==> config.mk <==
export PLATFORM = sky130hd
export DESIGN_NAME = goe_in_arbiter_flat
export DESIGN_NICKNAME = d
export VERILOG_FILES = /design/src/rtl/goe_in_arbiter_if.sv /design/src/rtl/goe_in_arbiter.sv /design/src/flat_wrapper.sv
export SDC_FILE = /design/constraint.sdc
export NUM_CORES = 1
export LEC_CHECK = 0
export ABC_AREA = 0
export BUFFER_PORTS_ARGS = -buffer_cell sky130_fd_sc_hd__buf_2
export CAP_MARGIN = 25
export CORE_AREA = 3 3 185 187
export DETAILED_ROUTE_END_ITERATION = 8
export DIE_AREA = 0 0 188 190
export GPL_ROUTABILITY_DRIVEN = 0
export SYNTH_ARGS = -nofsm -noshare
export SYNTH_HDL_FRONTEND = slang
export SYNTH_SLANG_ARGS = --single-unit
export TNS_END_PERCENT = 100
==> constraint.sdc <==
create_clock -name clk -period 7.4 [get_ports clk]
set_input_delay 0.74 -clock clk [delete_from_list [all_inputs] [get_ports clk]]
set_output_delay 0.74 -clock clk [all_outputs]
set_load 0.05 [all_outputs]
==> src/rtl/goe_in_arbiter_if.sv <==
// rtl/goe_in_arbiter_if.sv - source-side and goe-side signal bundle for goe_in_arbiter
//
// Purpose : groups the two packet sources (0 = UDA pipeline, 1 = CPU injection)
//           and the merged goe input stream into one bundle.
// Modports: master - packet source side (drives requests and words, sees grants
//                    and the merged stream)
//           slave  - arbiter side (goe_in_arbiter)
// Signals : in_req_x, out_gnt_x, in_data_wr_x, in_data_x[133:0],
//           in_valid_wr_x, in_valid_x, out_goe_data_wr, out_goe_data[133:0],
//           out_goe_valid_wr, out_goe_valid
interface goe_in_arbiter_if;
    logic         in_req_0;
    logic         in_req_1;
    logic         out_gnt_0;
    logic         out_gnt_1;
    logic         in_data_wr_0;
    logic         in_data_wr_1;
    logic [133:0] in_data_0;
    logic [133:0] in_data_1;
    logic         in_valid_wr_0;
    logic         in_valid_wr_1;
    logic         in_valid_0;
    logic         in_valid_1;
    logic         out_goe_data_wr;
    logic [133:0] out_goe_data;
    logic         out_goe_valid_wr;
    logic         out_goe_valid;

    modport master (
        output in_req_0, in_req_1,
        output in_data_wr_0, in_data_wr_1, in_data_0, in_data_1,
        output in_valid_wr_0, in_valid_wr_1, in_valid_0, in_valid_1,
        input  out_gnt_0, out_gnt_1,
        input  out_goe_data_wr, out_goe_data, out_goe_valid_wr, out_goe_valid
    );

    modport slave (
        input  in_req_0, in_req_1,
        input  in_data_wr_0, in_data_wr_1, in_data_0, in_data_1,
        input  in_valid_wr_0, in_valid_wr_1, in_valid_0, in_valid_1,
        output out_gnt_0, out_gnt_1,
        output out_goe_data_wr, out_goe_data, out_goe_valid_wr, out_goe_valid
    );
endinterface

==> src/rtl/goe_in_arbiter.sv <==
// rtl/goe_in_arbiter.sv - packet-granular round-robin merge of UDA and CPU streams into goe
//
// Purpose : grants one of two packet sources at a time, forwards exactly one
//           packet (head .. tail) from it to the goe input with one cycle of
//           latency, then re-arbitrates round-robin. A grant that sees no
//           head word within TIMEOUT cycles is revoked.
// Ports   : clk, rst          - clock, asynchronous active-high reset
//           bus (slave)       - per-source req/gnt/data/valid and goe stream
//           pkt_cnt_0/1       - tails forwarded per source (wrapping)
//           drop_cnt          - words discarded from any source (wrapping)
//           timeout_cnt       - grants revoked by timeout (wrapping)
// Word type in [133:132]: 01 head, 11 middle, 10 tail.
module goe_in_arbiter #(
    parameter logic [15:0] TIMEOUT = 16'd1024,
    parameter logic [7:0]  LMID    = 8'd5
) (
    input  logic            clk,
    input  logic            rst,
    goe_in_arbiter_if.slave bus,
    output logic [15:0]     pkt_cnt_0,
    output logic [15:0]     pkt_cnt_1,
    output logic [15:0]     drop_cnt,
    output logic [15:0]     timeout_cnt
);

    typedef enum logic [1:0] {
        IDLE      = 2'd0,
        WAIT_HEAD = 2'd1,
        XFER      = 2'd2
    } state_t;

    localparam logic [1:0] TYPE_HEAD = 2'b01;
    localparam logic [1:0] TYPE_TAIL = 2'b10;

    state_t        state_q, state_d;
    logic [1:0]    gnt_q, gnt_d;
    logic          sel_q, sel_d;          // index of the source holding the grant
    logic          rr_q, rr_d;            // source with priority at next arbitration
    logic [15:0]   wait_q, wait_d;

    logic          goe_data_wr_q, goe_data_wr_d;
    logic [133:0]  goe_data_q, goe_data_d;
    logic          goe_valid_wr_q, goe_valid_wr_d;
    logic          goe_valid_q, goe_valid_d;

    logic [15:0]   pkt_cnt_0_q, pkt_cnt_0_d;
    logic [15:0]   pkt_cnt_1_q, pkt_cnt_1_d;
    logic [15:0]   drop_cnt_q, drop_cnt_d;
    logic [15:0]   timeout_cnt_q, timeout_cnt_d;

    logic          g_wr;
    logic          g_vwr;
    logic          g_v;
    logic [133:0]  g_data;
    logic          fwd;
    logic          pick;
    logic [1:0]    drop_inc;

    // LMID only identifies this block for management addressing.
    logic          unused_lmid;
    assign unused_lmid = ^LMID;

    always_comb begin
        // View of whichever source currently owns (or last owned) the grant;
        // only consulted while a grant is active.
        g_wr   = sel_q ? bus.in_data_wr_1  : bus.in_data_wr_0;
        g_data = sel_q ? bus.in_data_1     : bus.in_data_0;
        g_vwr  = sel_q ? bus.in_valid_wr_1 : bus.in_valid_wr_0;
        g_v    = sel_q ? bus.in_valid_1    : bus.in_valid_0;

        state_d       = state_q;
        gnt_d         = gnt_q;
        sel_d         = sel_q;
        rr_d          = rr_q;
        wait_d        = wait_q;
        pkt_cnt_0_d   = pkt_cnt_0_q;
        pkt_cnt_1_d   = pkt_cnt_1_q;
        timeout_cnt_d = timeout_cnt_q;
        fwd           = 1'b0;
        pick          = 1'b0;

        // Any strobe from a source without the grant is discarded; both
        // sources may do so in the same cycle.
        drop_inc = {1'b0, bus.in_data_wr_0 & ~gnt_q[0]}
                 + {1'b0, bus.in_data_wr_1 & ~gnt_q[1]};

        case (state_q)
            IDLE: begin
                if (bus.in_req_0 || bus.in_req_1) begin
                    if (rr_q) begin
                        pick = bus.in_req_1 ? 1'b1 : 1'b0;
                    end else begin
                        pick = bus.in_req_0 ? 1'b0 : 1'b1;
                    end
                    sel_d   = pick;
                    gnt_d   = pick ? 2'b10 : 2'b01;
                    wait_d  = 16'd0;
                    state_d = WAIT_HEAD;
                end
            end

            WAIT_HEAD: begin
                if (g_wr) begin
                    if (g_data[133:132] == TYPE_HEAD) begin
                        fwd     = 1'b1;
                        state_d = XFER;
                    end else begin
                        drop_inc = drop_inc + 2'd1;
                    end
                end else if (wait_q == TIMEOUT - 16'd1) begin
                    gnt_d         = 2'b00;
                    timeout_cnt_d = timeout_cnt_q + 16'd1;
                    rr_d          = ~sel_q;
                    state_d       = IDLE;
                end else begin
                    wait_d = wait_q + 16'd1;
                end
            end

            XFER: begin
                // Everything the granted source strobes is passed through,
                // including a stray head in mid-packet.
                fwd = g_wr | g_vwr;
                if (g_wr && (g_data[133:132] == TYPE_TAIL)) begin
                    gnt_d   = 2'b00;
                    rr_d    = ~sel_q;
                    state_d = IDLE;
                    if (sel_q) begin
                        pkt_cnt_1_d = pkt_cnt_1_q + 16'd1;
                    end else begin
                        pkt_cnt_0_d = pkt_cnt_0_q + 16'd1;
                    end
                end
            end

            default: begin
                gnt_d   = 2'b00;
                state_d = IDLE;
            end
        endcase

        drop_cnt_d = drop_cnt_q + {14'd0, drop_inc};

        // Idle cycles on the goe side are driven to all zeros.
        goe_data_wr_d  = fwd & g_wr;
        goe_data_d     = (fwd & g_wr) ? g_data : 134'd0;
        goe_valid_wr_d = fwd & g_vwr;
        goe_valid_d    = fwd & g_vwr & g_v;
    end

    always_ff @(posedge clk or posedge rst) begin
        if (rst) begin
            state_q        <= IDLE;
            gnt_q          <= 2'b00;
            sel_q          <= 1'b0;
            rr_q           <= 1'b0;
            wait_q         <= 16'd0;
            goe_data_wr_q  <= 1'b0;
            goe_data_q     <= 134'd0;
            goe_valid_wr_q <= 1'b0;
            goe_valid_q    <= 1'b0;
            pkt_cnt_0_q    <= 16'd0;
            pkt_cnt_1_q    <= 16'd0;
            drop_cnt_q     <= 16'd0;
            timeout_cnt_q  <= 16'd0;
        end else begin
            state_q        <= state_d;
            gnt_q          <= gnt_d;
            sel_q          <= sel_d;
            rr_q           <= rr_d;
            wait_q         <= wait_d;
            goe_data_wr_q  <= goe_data_wr_d;
            goe_data_q     <= goe_data_d;
            goe_valid_wr_q <= goe_valid_wr_d;
            goe_valid_q    <= goe_valid_d;
            pkt_cnt_0_q    <= pkt_cnt_0_d;
            pkt_cnt_1_q    <= pkt_cnt_1_d;
            drop_cnt_q     <= drop_cnt_d;
            timeout_cnt_q  <= timeout_cnt_d;
        end
    end

    assign bus.out_gnt_0        = gnt_q[0];
    assign bus.out_gnt_1        = gnt_q[1];
    assign bus.out_goe_data_wr  = goe_data_wr_q;
    assign bus.out_goe_data     = goe_data_q;
    assign bus.out_goe_valid_wr = goe_valid_wr_q;
    assign bus.out_goe_valid    = goe_valid_q;

    assign pkt_cnt_0   = pkt_cnt_0_q;
    assign pkt_cnt_1   = pkt_cnt_1_q;
    assign drop_cnt    = drop_cnt_q;
    assign timeout_cnt = timeout_cnt_q;

endmodule

==> src/flat_wrapper.sv <==
// flat-port wrapper written by rule: the top's interface ports become plain ports
module goe_in_arbiter_flat 
#(
    parameter logic [15:0] TIMEOUT = 16'd1024,
    parameter logic [7:0]  LMID    = 8'd5
)
  (clk, rst, pkt_cnt_0, pkt_cnt_1, drop_cnt, timeout_cnt, bus_in_req_0, bus_in_req_1, bus_in_data_wr_0, bus_in_data_wr_1, bus_in_data_0, bus_in_data_1, bus_in_valid_wr_0, bus_in_valid_wr_1, bus_in_valid_0, bus_in_valid_1, bus_out_gnt_0, bus_out_gnt_1, bus_out_goe_data_wr, bus_out_goe_data, bus_out_goe_valid_wr, bus_out_goe_valid);
  goe_in_arbiter_if bus_i ();
  input  logic clk;
  input  logic rst;
  output logic [15:0] pkt_cnt_0;
  output logic [15:0] pkt_cnt_1;
  output logic [15:0] drop_cnt;
  output logic [15:0] timeout_cnt;
  input wire logic [$bits(bus_i.in_req_0)-1:0] bus_in_req_0;
  input wire logic [$bits(bus_i.in_req_1)-1:0] bus_in_req_1;
  input wire logic [$bits(bus_i.in_data_wr_0)-1:0] bus_in_data_wr_0;
  input wire logic [$bits(bus_i.in_data_wr_1)-1:0] bus_in_data_wr_1;
  input wire logic [$bits(bus_i.in_data_0)-1:0] bus_in_data_0;
  input wire logic [$bits(bus_i.in_data_1)-1:0] bus_in_data_1;
  input wire logic [$bits(bus_i.in_valid_wr_0)-1:0] bus_in_valid_wr_0;
  input wire logic [$bits(bus_i.in_valid_wr_1)-1:0] bus_in_valid_wr_1;
  input wire logic [$bits(bus_i.in_valid_0)-1:0] bus_in_valid_0;
  input wire logic [$bits(bus_i.in_valid_1)-1:0] bus_in_valid_1;
  output wire logic [$bits(bus_i.out_gnt_0)-1:0] bus_out_gnt_0;
  output wire logic [$bits(bus_i.out_gnt_1)-1:0] bus_out_gnt_1;
  output wire logic [$bits(bus_i.out_goe_data_wr)-1:0] bus_out_goe_data_wr;
  output wire logic [$bits(bus_i.out_goe_data)-1:0] bus_out_goe_data;
  output wire logic [$bits(bus_i.out_goe_valid_wr)-1:0] bus_out_goe_valid_wr;
  output wire logic [$bits(bus_i.out_goe_valid)-1:0] bus_out_goe_valid;
  assign bus_i.in_req_0 = bus_in_req_0;
  assign bus_i.in_req_1 = bus_in_req_1;
  assign bus_i.in_data_wr_0 = bus_in_data_wr_0;
  assign bus_i.in_data_wr_1 = bus_in_data_wr_1;
  assign bus_i.in_data_0 = bus_in_data_0;
  assign bus_i.in_data_1 = bus_in_data_1;
  assign bus_i.in_valid_wr_0 = bus_in_valid_wr_0;
  assign bus_i.in_valid_wr_1 = bus_in_valid_wr_1;
  assign bus_i.in_valid_0 = bus_in_valid_0;
  assign bus_i.in_valid_1 = bus_in_valid_1;
  assign bus_out_gnt_0 = bus_i.out_gnt_0;
  assign bus_out_gnt_1 = bus_i.out_gnt_1;
  assign bus_out_goe_data_wr = bus_i.out_goe_data_wr;
  assign bus_out_goe_data = bus_i.out_goe_data;
  assign bus_out_goe_valid_wr = bus_i.out_goe_valid_wr;
  assign bus_out_goe_valid = bus_i.out_goe_valid;
  goe_in_arbiter #(.TIMEOUT(TIMEOUT), .LMID(LMID)) u_core (.clk(clk), .rst(rst), .bus(bus_i), .pkt_cnt_0(pkt_cnt_0), .pkt_cnt_1(pkt_cnt_1), .drop_cnt(drop_cnt), .timeout_cnt(timeout_cnt));
endmodule
# After elaboration in Yosys (flattened, before gate mapping)
# Index checks and enable logic that the tools add are counted.
# word_totals
inputBits	278
output_inout_bits	203
ff_bits	223
# classes
bitwise_logic	10
reduce_logical	13
n_addsub	7
muxes	34
n_eq_ne	12
# ops
operator	count
$mux 134	2
$add 16x1->16 const B	4
$mux 16	3
$pmux 16 s2	1
$mux 2	11
$add 16x2->16	1
$eq 16x10->1 const B	1
$reduce_and 4->1	4
$mux 1	13
$pmux 2 s3	2
$reduce_and 3->1	3
$ne 2x1->1 const B	3
$and 1x1->1	5
$eq 2x1->1 const B	2
$eq 2x2->1 const B	2
$ne 2x2->1 const B	2
$not 1->1	4
$pmux 1 s2	2
$reduce_bool 2->1	2
$ne 3x1->1 const B	1
$ne 3x3->1 const B	1
$add 1x1->2	1
$add 2x1->2 const B	1
$logic_not 2->1	1
other kinds (4)	4

# Depth between registers and ports, before layout
# depth
depth_word	8
mapped_depth	14
mapped_depth_nobuf	13

# Worst setup path before layout
# Ideal clock, no wire load.
# synth_timing
path_kind	flip-flop to flip-flop
startpoint	register u_core.state_q[1]
endpoint	register u_core.drop_cnt_q[11] (netlist: u_core.drop_cnt[11])
arrival_ns	2.550
setup_slack_ns	4.710
synth_period_minus_slack_ns	2.690
required_time_ns	7.259
stages_incl_launch_ff	15
setup_ns	0.141
cell_sequence	dfrtp_1 > inv_1 > ha_1 > clkbuf_1 > inv_1 > nor2_1 > nand2b_1 > nand2_1 > o21ai_0 > ha_1 > a21o_1 > nand4_1 > nor2_1 > nand3_1 > xnor2_1
# synth_between
elab_chain_cells	3
# synth_rtl
item	line	text
start: declaration	goe_in_arbiter.sv:35	state_t state_q, state_d;
start signal: assignment	goe_in_arbiter.sv:167	state_q <= state_d;
$eq 2x1->1	goe_in_arbiter.sv:87	case (state_q)
$mux 2	goe_in_arbiter.sv:87	
$add 16x2->16	goe_in_arbiter.sv:142	drop_cnt_d = drop_cnt_q + {14'd0, drop_inc};
via u_core.drop_cnt_d[11]	goe_in_arbiter.sv:48	logic [15:0] drop_cnt_q, drop_cnt_d;
end signal: assignment	goe_in_arbiter.sv:178	drop_cnt_q <= drop_cnt_d;
end: declaration	goe_in_arbiter.sv:48	
# The timed path passes the listed nets, and every way through them passes these cells.
# A chain may end at the register's enable or synchronous reset.

# Final worst setup path
# layout_timing
startpoint	register u_core.sel_q
endpoint	register u_core.drop_cnt_q[11] (netlist: u_core.drop_cnt[11])
# layout_between
elab_chain_cells	6
# layout_rtl
item	line	text
start: declaration	goe_in_arbiter.sv:37	logic sel_q, sel_d;
start signal: assignment	goe_in_arbiter.sv:169	sel_q <= sel_d;
$mux 134	goe_in_arbiter.sv:67	g_data = sel_q ? bus.in_data_1 : bus.in_data_0;
$eq 2x1->1	goe_in_arbiter.sv:104	if (g_data[133:132] == TYPE_HEAD) begin
$mux 2	goe_in_arbiter.sv:104	
$mux 2 (*)	goe_in_arbiter.sv:103	if (g_wr) begin
$mux 2 (*)	goe_in_arbiter.sv:87	
$add 16x2->16 (*)	goe_in_arbiter.sv:142	
via u_core.drop_cnt_d[11]	goe_in_arbiter.sv:48	
# The timed path passes the listed nets; every way through them passes the cells marked *.

==> out/results.tsv <==
metric	value	unit
Yosys warnings	0	
routed len/inst	17.76	microns
maximum VDD drop	0.0001837	V
crit-path max FO	60	
crit path max-delay cell type	buf_4	
CP peak stage delay	0.79	ns
synthesized area per cell	11.50	sq um
met2 WL	15770	microns
dpl hpwl	24940	microns
# rows	66	
most used flip-flop cell after synthesis	dfrtp_1	
PostCTS Resize Cnt	0	
Final Util	40.98	%
first-pass GRT wire length	47580	microns
worst path arrival time	4.00	ns
PwrDens	313.3	nW/um^2
RSZ-0062 raised after global routing	false	
TritonCTS clock tree	done	
vias in the first global route	8203	
uppermost layer routed	met5	
Tcrit/Tclk final	48.50	%
Max Clk Rate	278.6	MHz
setup violators final	0	
worst-skew pair later-pin latency	0.52	ns
vias post-DR	7978	
final WL	31570	microns
top-area cell type share of the netlist area	57.50	%
Hold WC Path Type	in2async	
Pleak	7.548	nW
Worst Path Required	7.81	ns
worst-margin pin slew	1.038	ns
H-tree depth	1	
Slew HR	30.78	%
final hold slack	0.2911	ns
Post-CTS Setup Bufs	0	
dominant cells by area after synthesis	dfrtp_1, mux2i_1, nor2_1	
M1 WL	12680	microns
Layout Area Growth over Synthesis	37.73	%
Slew Limit Fails	0	
clk_skew	0.01127	ns
Setup crit end kind	flop	
Seq/Total Area, Yosys	57.50	%
Die Wd	188	microns
synth unique cells	56	
Via density	4.487	
synthesized cell area	9706	sq um
Worst-path clk slew	0.06	ns
first-pass iteration count of the detailed router	5	
FFs w/ async S/R, synth	100.0	%
syn_nets	1134	
Cells after DPL	1731	
maxcap violations	0	
critical path, cell by cell	buf_4 > nand2_1 > o22ai_1 > nand2b_1 > o21ai_0 > ha_1 > a21o_1 > nand4_1 > nor2_1 > nand3_1 > xnor2_1	
most common cell after layout, fill and taps aside	buf_2	
fin cells	1778	
Ports	481	
Die ar.	35720	sq um
root buffer cell	clkbuf_16	
Worst path top cell family by delay	simple AND/OR/NAND/NOR gates	
cts hold-fix bufs	0	
largest net degree at the start of global routing	85	
Die Ht	190	microns
# DRC	0	
placeable core region	32620	sq um
synthesized flop and latch total	223	
I/O Buffers	480	
layout cells sized above 1	40.97	%
Post-Place Cell Area	12560	sq um
Starting DRT DRC Count	324	
Setup crit start	u_core.sel_q	
initial antenna violation count	3	
Buf/Inv on CP	1	
final hold viol count	0	
final net count	1606	
setup TNS	0	ns
Post-synth EDFFs	0	
run status	finished clean	
CTS Sinks	223	
DR WL met3	1928	microns
grt total ovfl	0	
post-synthesis cell count	844	
cts bufs inserted	25	
most frequent cells in the layout	buf_2, dfrtp_1, nor2_1	
FF-to-FF Start	u_core.sel_q	
Yosys top cell by area	dfrtp_1	
Total GRT Usage	16.99	%
Final ANT Viol Nets	0	
Final Critical Period	3.589	ns
kind of critical path	reg2reg	
Initial Util	29.75	%
final instance area	13370	sq um
clk buf depth	3	
type of origin of the critical path	flop	
## logic make-up (layout without fill, tap and decap cells)
logic type,after synthesis,in the layout,synth area share (%)
AOI/OAI and AO/OA,40,40,2.875
xor gates and xnor gates,60,60,5.414
adders and majority gates,12,12,1.624
buffers and inverters,54,545,2.385
DFF,223,223,57.50
muxes,139,139,14.46
other,0,1,0
and+or+nand+nor,316,316,15.74
## registers in the layout, summed over array words and instances, names as in the netlist, 2 cells and up
signal / count
u_core.wait_q: 16
u_core.state_q: 2
u_core.pkt_cnt_1: 16
u_core.bus.out_goe_data: 134
u_core.pkt_cnt_0: 16
u_core.timeout_cnt: 16
u_core.drop_cnt: 16
u_core.gnt_q: 2
## worst paths after layout
path | to | cells after the start | slack, ns
worst max-delay path | u_core.drop_cnt[11] | 11 | 3.81
worst min-delay path | u_core.bus.out_goe_data[1] | 2 | 0.29
worst max register to register | u_core.drop_cnt[11] | 11 | 3.81
worst min register to register | u_core.drop_cnt[15] | 1 | 0.47
max in group asynchronous | u_core.timeout_cnt[0] | 4 | 5.89
min in group clk | u_core.bus.out_goe_data[86] | 3 | 0.45
## cells in the mapped netlist, types with 2 or more instances
cell type and n:
a221o_1 3, a211o_1 2, dfrtp_1 223, xor2_1 19
o31ai_1 3, a31oi_1 2, or2_2 2, nand4_1 23
buf_1 6, xnor2_1 41, buf_4 2, and2_1 3
nand3_1 33, nor2_1 158, nor3b_1 2, a21o_1 2
o311ai_1 5, mux2i_1 134, nor2b_1 4, clkbuf_1 21
and3_1 18, mux2_2 3, a21oi_1 6, and4_1 6
nor3_2 2, or3_1 2, o21ai_1 8, nor4_2 2
nand2b_1 4, o211ai_1 3, ha_1 11, nor3_1 7
nand2_1 40, inv_1 12, buf_2 11
## final cells by class
class                           instances  area [sq um]
Antenna cell                            1         2.502
Clock buffer                           38         734.5
Clock inverter                          8         68.82
Fill cell                            3209         19250
Inverter                               13         56.30
Multi-Input combinational cell        567          3901
Sequential cell                       223          5584
Tap cell                              442         553.0
Timing Repair Buffer                  486          2467
## power by group
part	total (W)	switching, W	internal [W]
registers	0.00148	0.000122	0.00136
logic	0.00150	0.000997	0.000505
clock network	0.00121	0.000490	0.000717
total	0.00419	0.00161	0.00258
## through the flow
step	worst slack [ns]	power, W
after floorplan	0.5539	0.002610
after global placement	3.821	0.003004
after detailed placement	3.809	0.003013
after CTS	3.770	0.004250
after global routing	3.432	0.004420
final	3.811	0.004188
## worst register-to-register path: stages (launching register included)
cell and delay (ns):
dfrtp_4 0.64, buf_4 0.80, nand2_1 0.15, o22ai_1 0.33
nand2b_1 0.25, o21ai_0 0.17, ha_1 0.31, a21o_1 0.12
nand4_1 0.17, nor2_1 0.26, nand3_1 0.13, xnor2_1 0.13
## routing by layer
metal	vias up	global-route usage, %
li1	3828	-
met1	3789	21.09
met3	67	3.464
met5	-	0
met2	290	29.36
met4	4	6.205
(Power assumes the default switching activity.)
